**src/rtl/difftest_commit_sched_pkg.sv**
```systemverilog
// Shared types and helpers for the difftest commit scheduler.
// Holds the FSM encoding and the record-width helper.
package difftest_commit_sched_pkg;

  typedef enum logic [1:0] {
    DT_RUN     = 2'd0,
    DT_DRAIN   = 2'd1,
    DT_HALT    = 2'd2,
    DT_TIMEOUT = 2'd3
  } dt_state_t;

  // A record is {pc, instr, next_pc, skip}.
  function automatic int dt_rec_w(input int dw);
    return 3 * dw + 1;
  endfunction

endpackage

```
**src/rtl/difftest_commit_sched_fifo.sv**
```systemverilog
// Synchronous record FIFO with wrap-bit pointers and asynchronously reset state.
// The head slot is read combinationally from the registered read pointer.
module difftest_commit_sched_fifo
  import difftest_commit_sched_pkg::*;
#(
  parameter int DEPTH = 4,
  parameter int W     = 97
) (
  input  logic                       clk,
  input  logic                       rst,
  input  logic                       push,
  input  logic                       pop,
  input  logic [W-1:0]               wdata,
  output logic [W-1:0]               head,
  output logic                       full,
  output logic                       empty,
  output logic [$clog2(DEPTH):0]     count
);

  localparam int AW = $clog2(DEPTH);

  logic [W-1:0] mem [DEPTH];
  logic [AW:0]  wr_ptr;
  logic [AW:0]  rd_ptr;

  // Record storage; no reset needed since reads are masked when empty.
  always_ff @(posedge clk) begin
    if (push) begin
      mem[wr_ptr[AW-1:0]] <= wdata;
    end
  end

  // Pointer update; the extra top bit distinguishes full from empty.
  always_ff @(posedge clk or posedge rst) begin
    if (rst) begin
      wr_ptr <= '0;
      rd_ptr <= '0;
    end else begin
      if (push) wr_ptr <= wr_ptr + {{AW{1'b0}}, 1'b1};
      if (pop)  rd_ptr <= rd_ptr + {{AW{1'b0}}, 1'b1};
    end
  end

  assign head  = mem[rd_ptr[AW-1:0]];
  assign empty = (wr_ptr == rd_ptr);
  assign full  = (wr_ptr[AW] != rd_ptr[AW]) && (wr_ptr[AW-1:0] == rd_ptr[AW-1:0]);
  assign count = wr_ptr - rd_ptr;

endmodule

```
**src/rtl/difftest_commit_sched.sv**
```systemverilog
// Commit scheduler between WB retirement and the difftest checker port.
// Queues retired records, tracks ebreak drain/halt and a retirement watchdog.
module difftest_commit_sched
  import difftest_commit_sched_pkg::*;
#(
  parameter int DEPTH          = 4,
  parameter int TIMEOUT_CYCLES = 1024,
  parameter int DW             = 32
) (
  input  logic          clk,
  input  logic          rst,
  input  logic          wb_valid,
  input  logic [DW-1:0] wb_pc,
  input  logic [DW-1:0] wb_instr,
  input  logic [DW-1:0] wb_next_pc,
  input  logic          wb_skip,
  input  logic          wb_ebreak,
  output logic          commit_stall,
  output logic          diff_valid,
  input  logic          diff_ready,
  output logic [DW-1:0] diff_pc,
  output logic [DW-1:0] diff_instr,
  output logic [DW-1:0] diff_next_pc,
  output logic          diff_skip,
  output logic          halt,
  output logic          timeout,
  output logic [63:0]   commit_count
);

  localparam int REC_W = dt_rec_w(DW);
  localparam int CNT_W = $clog2(DEPTH) + 1;
  localparam int WD_W  = (TIMEOUT_CYCLES > 2) ? $clog2(TIMEOUT_CYCLES) : 1;

  dt_state_t        state;
  logic [WD_W-1:0]  wd;
  logic [REC_W-1:0] head;
  logic [CNT_W-1:0] count;
  logic             full;
  logic             empty;
  logic             push;
  logic             pop;
  logic             last_pop;

  assign push     = wb_valid & ~full & (state == DT_RUN);
  assign pop      = ~empty & diff_ready;
  assign last_pop = pop & (count == {{(CNT_W-1){1'b0}}, 1'b1});

  difftest_commit_sched_fifo #(
    .DEPTH (DEPTH),
    .W     (REC_W)
  ) u_fifo (
    .clk   (clk),
    .rst   (rst),
    .push  (push),
    .pop   (pop),
    .wdata ({wb_pc, wb_instr, wb_next_pc, wb_skip}),
    .head  (head),
    .full  (full),
    .empty (empty),
    .count (count)
  );

  // FSM, watchdog and commit counter; an ebreak push beats watchdog expiry.
  always_ff @(posedge clk or posedge rst) begin
    if (rst) begin
      state        <= DT_RUN;
      wd           <= '0;
      commit_count <= 64'd0;
    end else begin
      if (pop) commit_count <= commit_count + 64'd1;
      case (state)
        DT_RUN: begin
          if (push) begin
            wd <= '0;
            if (wb_ebreak) state <= DT_DRAIN;
          end else if (wd == WD_W'(TIMEOUT_CYCLES - 1)) begin
            state <= DT_TIMEOUT;
          end else begin
            wd <= wd + {{(WD_W-1){1'b0}}, 1'b1};
          end
        end
        // Halt in the cycle right after the queue empties.
        DT_DRAIN: begin
          if (empty || last_pop) state <= DT_HALT;
        end
        DT_HALT:    state <= DT_HALT;
        DT_TIMEOUT: state <= DT_TIMEOUT;
        default:    state <= DT_RUN;
      endcase
    end
  end

  assign commit_stall = full & (state == DT_RUN);
  assign diff_valid   = ~empty;
  assign halt         = (state == DT_HALT);
  assign timeout      = (state == DT_TIMEOUT);
  assign {diff_pc, diff_instr, diff_next_pc, diff_skip} = diff_valid ? head : {REC_W{1'b0}};

endmodule

```
**config.mk**
```make
export PLATFORM = sky130hd
export DESIGN_NAME = difftest_commit_sched
export DESIGN_NICKNAME = d
export VERILOG_FILES = /design/src/rtl/difftest_commit_sched_pkg.sv /design/src/rtl/difftest_commit_sched_fifo.sv /design/src/rtl/difftest_commit_sched.sv
export SDC_FILE = /design/constraint.sdc
export NUM_CORES = 1
export LEC_CHECK = 0
export ABC_AREA = 1
export CAP_MARGIN = 10
export CORE_MARGIN = 1
export CORE_UTILIZATION = 40
export DETAILED_ROUTE_END_ITERATION = 7
export SYNTH_ARGS = -nofsm -noshare
export SYNTH_HDL_FRONTEND = slang
export SYNTH_SLANG_ARGS = --single-unit
```
**constraint.sdc**
```tcl
create_clock -name clk -period 6.65 [get_ports clk]
set_input_delay 0.9975 -clock clk [delete_from_list [all_inputs] [get_ports clk]]
set_output_delay 0.9975 -clock clk [all_outputs]
set_load 0.01 [all_outputs]
```
==> results of run 1 <==
worst max-delay path by stage:
stage                startpoint                to  slack, ps  depth (start not counted)
6_report       u_fifo.rd_ptr[1]  diff_next_pc[27]       1300                          9
5_1_grt        u_fifo.rd_ptr[1]        diff_pc[6]        980                          9
4_1_cts        u_fifo.rd_ptr[1]  diff_next_pc[27]       1190                          9
3_5_place_dp   u_fifo.rd_ptr[1]  diff_next_pc[27]       1860                          9
3_3_place_gp   u_fifo.rd_ptr[1]       diff_pc[11]       1910                          9
2_1_floorplan  u_fifo.rd_ptr[1]  u_fifo.mem[3][0]        420                          9
per-layer routing:
metal / track usage (%) / vias to the layer above / part of all wire, %
li1: - / 6704 / -
met3: 5.54 / 79 / 7.5
met5: 0 / - / 0.13
met4: 5.18 / 10 / 2.1
met1: 26.6 / 6721 / 42
met2: 33.3 / 443 / 48
state kept, by name, indices dropped and copies added (netlist names):
| signal | flops |
|---|---|
| wd | 10 |
| u_fifo.wr_ptr | 3 |
| u_fifo.rd_ptr | 3 |
| commit_count | 64 |
| u_fifo.mem | 388 |
| state | 2 |
worst min-delay path: stages, from the launching register on:
cell and delay (ps):
dfrtp_1 350, nand2_1 60, nand2_1 50
power breakdown:
group	leakage, µW	internal, µW	switching, µW	total (µW)
clock network	0.000805	1620	1170	2790
logic	0.00334	1370	1790	3160
registers	0.00460	3220	101	3320
total	0.00874	6210	3050	9260
cell usage after synthesis (all sizes together):
cell,count,area share (%)
dfrtp,82,10
nor2,501,9.9
ha,13,0.82
and2,1,0.031
clkbuf,41,0.77
fa,1,0.10
nand2,200,3.9
a21oi,100,2.5
nand3,44,1.4
edfxtp,388,59
xnor2,19,0.84
nand4,27,0.85
xor2,23,1.0
inv,85,1.6
o21ai,215,5.4
buf,36,0.97
or2,2,0.063
nor3,12,0.38
nand3b,15,0.57
logic make-up after synthesis:
logic type,share of synthesized area (%)
xor gates and xnor gates,1.85
adders and majority gates,0.918
AOI/OAI and AO/OA,7.92
DFF,68.9
buffers and inverters,3.36
and+or+nand+nor,17.1
metrics by stage:
stage | cell area (µm²) | power (µW)
floorplan | 19900 | 4980
global placement | 23200 | 6540
detailed placement | 23200 | 6550
CTS | 24900 | 9370
global route | 24900 | 9750
finish | 24900 | 9260
area by class of cell:
type                       count  area [µm²]
tap                          664         831
timing repair buffer         279        2810
multi-input combinational   1173        5550
inverter                      85         328
fill                        4381       24200
sequential                   470       13700
clock buffer                  70        1390
clock inverter                26         267
==> flow_summary.ini, run 1 <==
[worst_setup_path]
worstPathCellList = clkinv_2 -> ha_1 -> nand2_1 -> inv_1 -> nand3_4 -> clkinv_2 -> buf_4 -> a21oi_1 -> clkdlybuf4s50_1
reg2reg_slack_ps = 3330
r2r-end = u_fifo.mem[2][55]
cpMostUsedCell = clkinv_2
slowest_delay_ps = 870
crit_buf_inv = 5
cp.required_ps = 5650
crit_family = buffers and inverters
crit_type = flip-flop to primary output
critPathSlowestCell = clkinv_2
cp_max_fo = 63
r2r_start = u_fifo.rd_ptr[1]
worst-endpoint-arrival_ps = 4350
rr_worst_depth = 8
start_kind = flip-flop
cp-end-kind = primary output

[place]
gp_congestion = 0.904
hpwl_um = 31800
dp_slack_ps = 1860
placedCellCount = 2671
io_buffers = 266

[die]
dieArea_um2 = 50600
rows = 81
core_region_area_um2 = 49100
io_pins = 267
die_h_um = 225
die_x_um = 225
start_util_pct = 40.6

[drt]
routed_wirelength_um = 51400
ant_nets = 0
route.detailed.drc = 0
wl_per_cell_um = 18.6
drt-initial-drc-count = 1081
via_per_inst = 5.04
vias = 14000
dr.pass1.iters = 5

[timing]
fin_worst_skew_ps = 18.7
tightestPinTransition_ps = 1140
finalHoldViolCount = 0
slew_headroom_pct = 24.2
slew_viol_final = 0
grt_setup_unrepaired = no
fin_setup_tns_ps = 0
period_share_pct = 80.5
setup_viol_count_final = 0
whs_ps = 485
fmax_mhz = 187
period_minus_slack_ps = 5350
finalWorstSetupSlack_ps = 1300

[final_layout]
final_cell_mix = nor2_1, edfxtp_1, clkdlybuf4s50_1, o21ai_0, nand2_1
stdcell_count = 2767
final_common_cell = nor2_1
n_antenna_cell = 0
final_util_pct = 50.7
drive_above_1_share_pct = 6.42
syn_to_final_growth_pct = 25.1
nets = 2176

[clock_network]
cts_buffers = 51
cts.clk_slew.worst_paths_ps = 60
htree_levels = 2
cts_hold_buf = 0
clkSinkCount = 470
root_buffer = clkbuf_16
postCtsSetupBuffers = 0
insertion_delay_ps = 610
cts_tree = built
clk_path_buf_depth = 3
cts_resized = 0

[worst_hold_path]
hp-start = wd[5]
min_to = wd[5]
hold_path_class = flip-flop to flip-flop
whs_path_depth = 2

[power]
leakage_uw = 0.00874
p_per_area_nw_per_um2 = 372
peakVddDrop_mv = 0.331

[synthesis]
netlist_area_um2 = 19900
yosysUniqueCellTypes = 32
synth_seq_cells = 470
syn_inst = 1805
synth_area_per_cell_um2 = 11.0
yosysSeqAreaShare_pct = 68.9
syn_nets = 1921
yosysWarningCount = 0

[grt]
grt_max_degree = 117
track_usage_pct = 20.3
grt_pass1_wl_um = 78600
antenna_found_initial = 5
grt_pass1_vias = 13700
gr-total-overflow = 0

[run]
cap_violations = 0

[outcome]
status = complete, no violations
(Power assumes the default switching activity.)
==> inputs of run 2 (changes only) <==
clock period = 5.4 ns   (was 6.65 ns; I/O delays follow)
==> run 2 against run 1 <==
- via count grew 1.4%
- register-to-register slack worse by 1300 ps
- die area did not move
- combinational power increased by 25%
- design area about the same
- first-iteration DRC count up 4.8%
- count of clock-buffer cells in the layout down 5
- flip-flop and latch count stayed put
- global-route usage rose by 0.11 points
- clock power is 20% higher
- total power up 23%
- setup slack worse by 760 ps
- largest cell class unchanged
- highest routed layer unchanged
==> flow_summary.ini, run 2 (synthesized netlist as in run 1, its figures left out) <==
[outcome]
status = complete, no violations

[grt]
grt_max_degree = 196
grt_pass1_vias = 13600
gr-total-overflow = 0
grt_pass1_wl_um = 78900
antenna_found_initial = 7
track_usage_pct = 20.4

[die]
start_util_pct = 40.6
rows = 81
die_x_um = 225
io_pins = 267
core_region_area_um2 = 49100
die_h_um = 225
dieArea_um2 = 50600

[timing]
finalHoldViolCount = 0
period_minus_slack_ps = 4860
grt_setup_unrepaired = no
period_share_pct = 90.0
fmax_mhz = 206
setup_viol_count_final = 0
slew_headroom_pct = 29.9
fin_worst_skew_ps = 28.8
tightestPinTransition_ps = 1050
slew_viol_final = 0

[drt]
vias = 14100
drt-initial-drc-count = 1133
routed_wirelength_um = 51900
wl_per_cell_um = 18.7
dr.pass1.iters = 5
ant_nets = 0
route.detailed.drc = 0
via_per_inst = 5.10

[clock_network]
clkSinkCount = 470
clk_path_buf_depth = 3
htree_levels = 2
cts_buffers = 51
cts.clk_slew.worst_paths_ps = 60
cts_hold_buf = 0
cts_tree = built
root_buffer = clkbuf_16
cts_resized = 0
postCtsSetupBuffers = 0
insertion_delay_ps = 590

[final_layout]
largest_reg_flops = 388
drive_above_1_share_pct = 6.83
final_cell_mix = nor2_1, edfxtp_1, clkdlybuf4s50_1, o21ai_0, nand2_1
syn_to_final_growth_pct = 25.2
nets = 2182
final_common_cell = nor2_1
final_util_pct = 50.8
stdcell_count = 2774

[power]
peakVddDrop_mv = 0.341
power_frac_comb_pct = 34.9
p_sw_uw = 3750
seqPwrFrac_pct = 35.6
clockPowerShare_pct = 29.5
leakage_uw = 0.00877
p_per_area_nw_per_um2 = 456
p_sw_share_pct = 33.0
p_int_uw = 7610

[run]
cap_violations = 0

[worst_setup_path]
cp.required_ps = 4590
crit_type = flip-flop to primary output
cp_max_fo = 37
worst-endpoint-arrival_ps = 4050
start_kind = flip-flop
cp-end-kind = primary output

[worst_hold_path]
hold_path_class = flip-flop to flip-flop

[place]
gp_congestion = 0.928
hpwl_um = 32300
placedCellCount = 2677
io_buffers = 266
==> run 2: cell count changes in the layout (fill, tap and decap cells not counted), sizes merged <==
| cell | before | now |
|---|---|---|
| buf | 13 | 19 |
| inv | 82 | 83 |
| clkbuf | 70 | 65 |
| bufinv | 4 | 2 |
| clkinv | 24 | 28 |
| diode | 0 | 3 |
==> run 2: final timing paths <==
kind,from,endpoint,slack (ps),cells past startpoint
max,u_fifo.rd_ptr[1],diff_pc[18],540,9
min,wd[5],wd[5],490,2
max reg2reg,u_fifo.rd_ptr[1],u_fifo.mem[0][78],2020,8
min reg2reg,wd[5],wd[5],490,2
max in group asynchronous,rst,wd[3],3680,3
min in group asynchronous,rst,commit_count[59],730,2
==> run 2: cell type report <==
| cell class | count | area (µm²) |
|---|---|---|
| inverters | 85 | 328 |
| flip-flops and latches | 470 | 13700 |
| clock inverters | 29 | 226 |
| clock buffers | 65 | 1400 |
| repair buffers | 285 | 2860 |
| well taps | 664 | 831 |
| multi-input cells | 1173 | 5550 |
| diodes | 3 | 7.51 |
| fillers | 4350 | 24100 |
==> run 2: metrics by stage <==
stage	area [µm²]	power, µW	worst slack [ps]	setup TNS, ps	hold WS (ps)
floorplan	19900	6130	-781	-227150	449
global placement	23300	8100	1150	0	464
detailed placement	23300	8100	1090	0	473
CTS	24900	11500	431	0	486
global route	24900	12000	247	0	506
finish	24900	11400	540	0	487
==> run 2: per-layer routing <==
metal / global-route usage (%) / routed length, µm
met5: 0 / 53
met4: 6.78 / 1280
met3: 4.60 / 3940
met2: 32.8 / 24900
met1: 27.4 / 21700
==> run 2: power groups by stage <==
stage | logic (µW) | registers [µW] | clock network (µW)
2_1_floorplan | 2050 | 4080 | 0
3_3_place_gp | 3980 | 4120 | 0
3_5_place_dp | 3980 | 4120 | 0
4_1_cts | 4010 | 4050 | 3430
5_1_grt | 4340 | 4050 | 3570
6_report | 3960 | 4050 | 3350
==> run 2: worst max-delay path, cell delays in order, from the launching register on <==
cell and delay (ps):
dfrtp_4 650, clkinv_2 460, ha_1 440, nand2_1 60
inv_1 70, nand3_4 110, clkinv_2 390, buf_4 420
a21oi_1 200, clkdlybuf4s50_1 580
==> inputs of run 3 (changes only) <==
DONT_BUFFER_PORTS = 1   (was default)
clock period = 4.7 ns   (was 5.4 ns; I/O delays follow)
==> run 3 against run 2 <==
- setup slack got worse by 150 ps
- first-iteration DRC count decreased by 2.8%
- wire length decreased by 5.7%
- utilization decreased by 5.1 points
- critical path depth decreased by 1
- total power increased by 5.5%
- largest power group unchanged
==> flow_summary.ini, run 3 (synthesized netlist as in run 1, its figures left out) <==
[place]
io_buffers = 0
gp_congestion = 0.886
hpwl_um = 30000

[grt]
antenna_found_initial = 0
track_usage_pct = 19.1
gr-total-overflow = 0
grt_pass1_wl_um = 74400
grt_max_degree = 196
grt_pass1_vias = 12700

[timing]
tightestPinTransition_ps = 1100
slew_viol_final = 0
grt_setup_unrepaired = no
period_minus_slack_ps = 4310
fin_setup_tns_ps = 0
slew_headroom_pct = 26.5
finalHoldViolCount = 0
whs_ps = 89.7
fmax_mhz = 232
fin_worst_skew_ps = 19.6
period_share_pct = 91.8
setup_viol_count_final = 0

[clock_network]
insertion_delay_ps = 610
cts_buffers = 51
htree_levels = 2
cts_tree = built
clk_path_buf_depth = 3
root_buffer = clkbuf_16
cts.clk_slew.worst_paths_ps = 60
clkSinkCount = 470
cts_hold_buf = 0
postCtsSetupBuffers = 0
cts_resized = 0

[worst_setup_path]
start_kind = flip-flop
worst-endpoint-arrival_ps = 3610
critPathSlowestCell = dfrtp_4
crit_type = flip-flop to primary output
slowest_delay_ps = 740
cp.required_ps = 3990
rr_worst_depth = 8
cpMostUsedCell = clkinv_2
worstPathCellList = clkinv_2 -> ha_1 -> nand2_1 -> inv_1 -> nand3_4 -> clkinv_2 -> a21oi_1 -> buf_4
cp-end-kind = primary output
cp_max_fo = 48

[final_layout]
drive_above_1_share_pct = 7.93
final_cell_mix = nor2_1, edfxtp_1, o21ai_0, nand2_1, a21oi_1
n_antenna_cell = 0
final_util_pct = 45.7
nets = 1914
final_common_cell = nor2_1
syn_to_final_growth_pct = 12.6
largest_reg_flops = 388

[drt]
wl_per_cell_um = 19.6
routed_wirelength_um = 49000
top_layer = met4
wl_met3_um = 3840
met1Wirelength_um = 19900
via_per_inst = 5.22
drt-initial-drc-count = 1101
ant_nets = 0
vias = 13100
dr.pass1.iters = 5
route.detailed.drc = 0
wl_met2_um = 23700

[power]
leakage_uw = 0.00782
clockPowerShare_pct = 35.0
p_sw_share_pct = 34.2
p_sw_uw = 4100
p_int_uw = 7880
seqPwrFrac_pct = 39.1
power_frac_comb_pct = 25.8
p_per_area_nw_per_um2 = 534
peakVddDrop_mv = 0.517

[outcome]
status = complete, no violations

[die]
die_h_um = 225
dieArea_um2 = 50600
core_region_area_um2 = 49100
start_util_pct = 40.6
die_x_um = 225
io_pins = 267
rows = 81

[worst_hold_path]
hold_path_class = input pin to asynchronous set/reset pin

[run]
cap_violations = 0
[run 3: cell count changes in the layout (fill, tap and decap cells not counted), moves of 3 or more]
cell             previous run  this run
diode_2                     3         0
clkdlybuf4s50_1           266         0
buf_4                      15        12
bufinv_16                   2         8
clkinv_2                   15        12
[run 3: through the flow]
step                      total power (µW)  setup slack, ps  cell area, µm²  cells
after floorplan                       7050            -1480           19900   1805
after global placement                7910             1080           20600   2409
after detailed placement              7910             1070           20600   2409
after CTS                            12100              398           22400   2505
after global routing                 12600              198           22400   2505
final                                12000              385           22400   2505
[run 3: area by class of cell]
| type | instances | area [µm²] |
|---|---|---|
| fill | 4461 | 26700 |
| sequential | 470 | 13700 |
| multi-input combinational | 1173 | 5550 |
| clock buffer | 62 | 1350 |
| tap | 664 | 831 |
| clock inverter | 34 | 439 |
| inverter | 85 | 328 |
| timing repair buffer | 17 | 190 |
[run 3: power groups by stage]
stage / Combinational (µW) / Sequential, µW / Clock, µW
global placement: 3130 / 4780 / 0
detailed placement: 3140 / 4780 / 0
finish: 3090 / 4690 / 4190
CTS: 3140 / 4690 / 4280
global route: 3440 / 4700 / 4440
floorplan: 2360 / 4690 / 0
[run 3: worst paths after layout]
kind                                   from                end  slack [ps]
setup / recovery           u_fifo.rd_ptr[1]        diff_pc[29]         390
hold / removal                          rst   commit_count[58]          90
setup reg to reg           u_fifo.rd_ptr[1]  u_fifo.mem[0][94]        1780
hold reg to reg                       wd[5]              wd[5]         490
max in group asynchronous               rst    commit_count[7]        3590
min in group clk                   wb_pc[9]  u_fifo.mem[3][74]         190
[run 3: layer usage]
layer | up-vias | GRT usage (%)
li1 | 6167 | -
met1 | 6353 | 23.7
met2 | 466 | 31.6
met3 | 96 | 5.70
met4 | 0 | 6.74
met5 | - | 0
[run 3: critical path: cells and delay by family, from the launching register on]
kind	cells	cell delay, ps
AO/OA/AOI/OAI	1	690
adder cells (fa/ha/maj)	1	310
buffers and inverters	4	1050
flip-flops	1	740
AND/OR/NAND/NOR	2	220
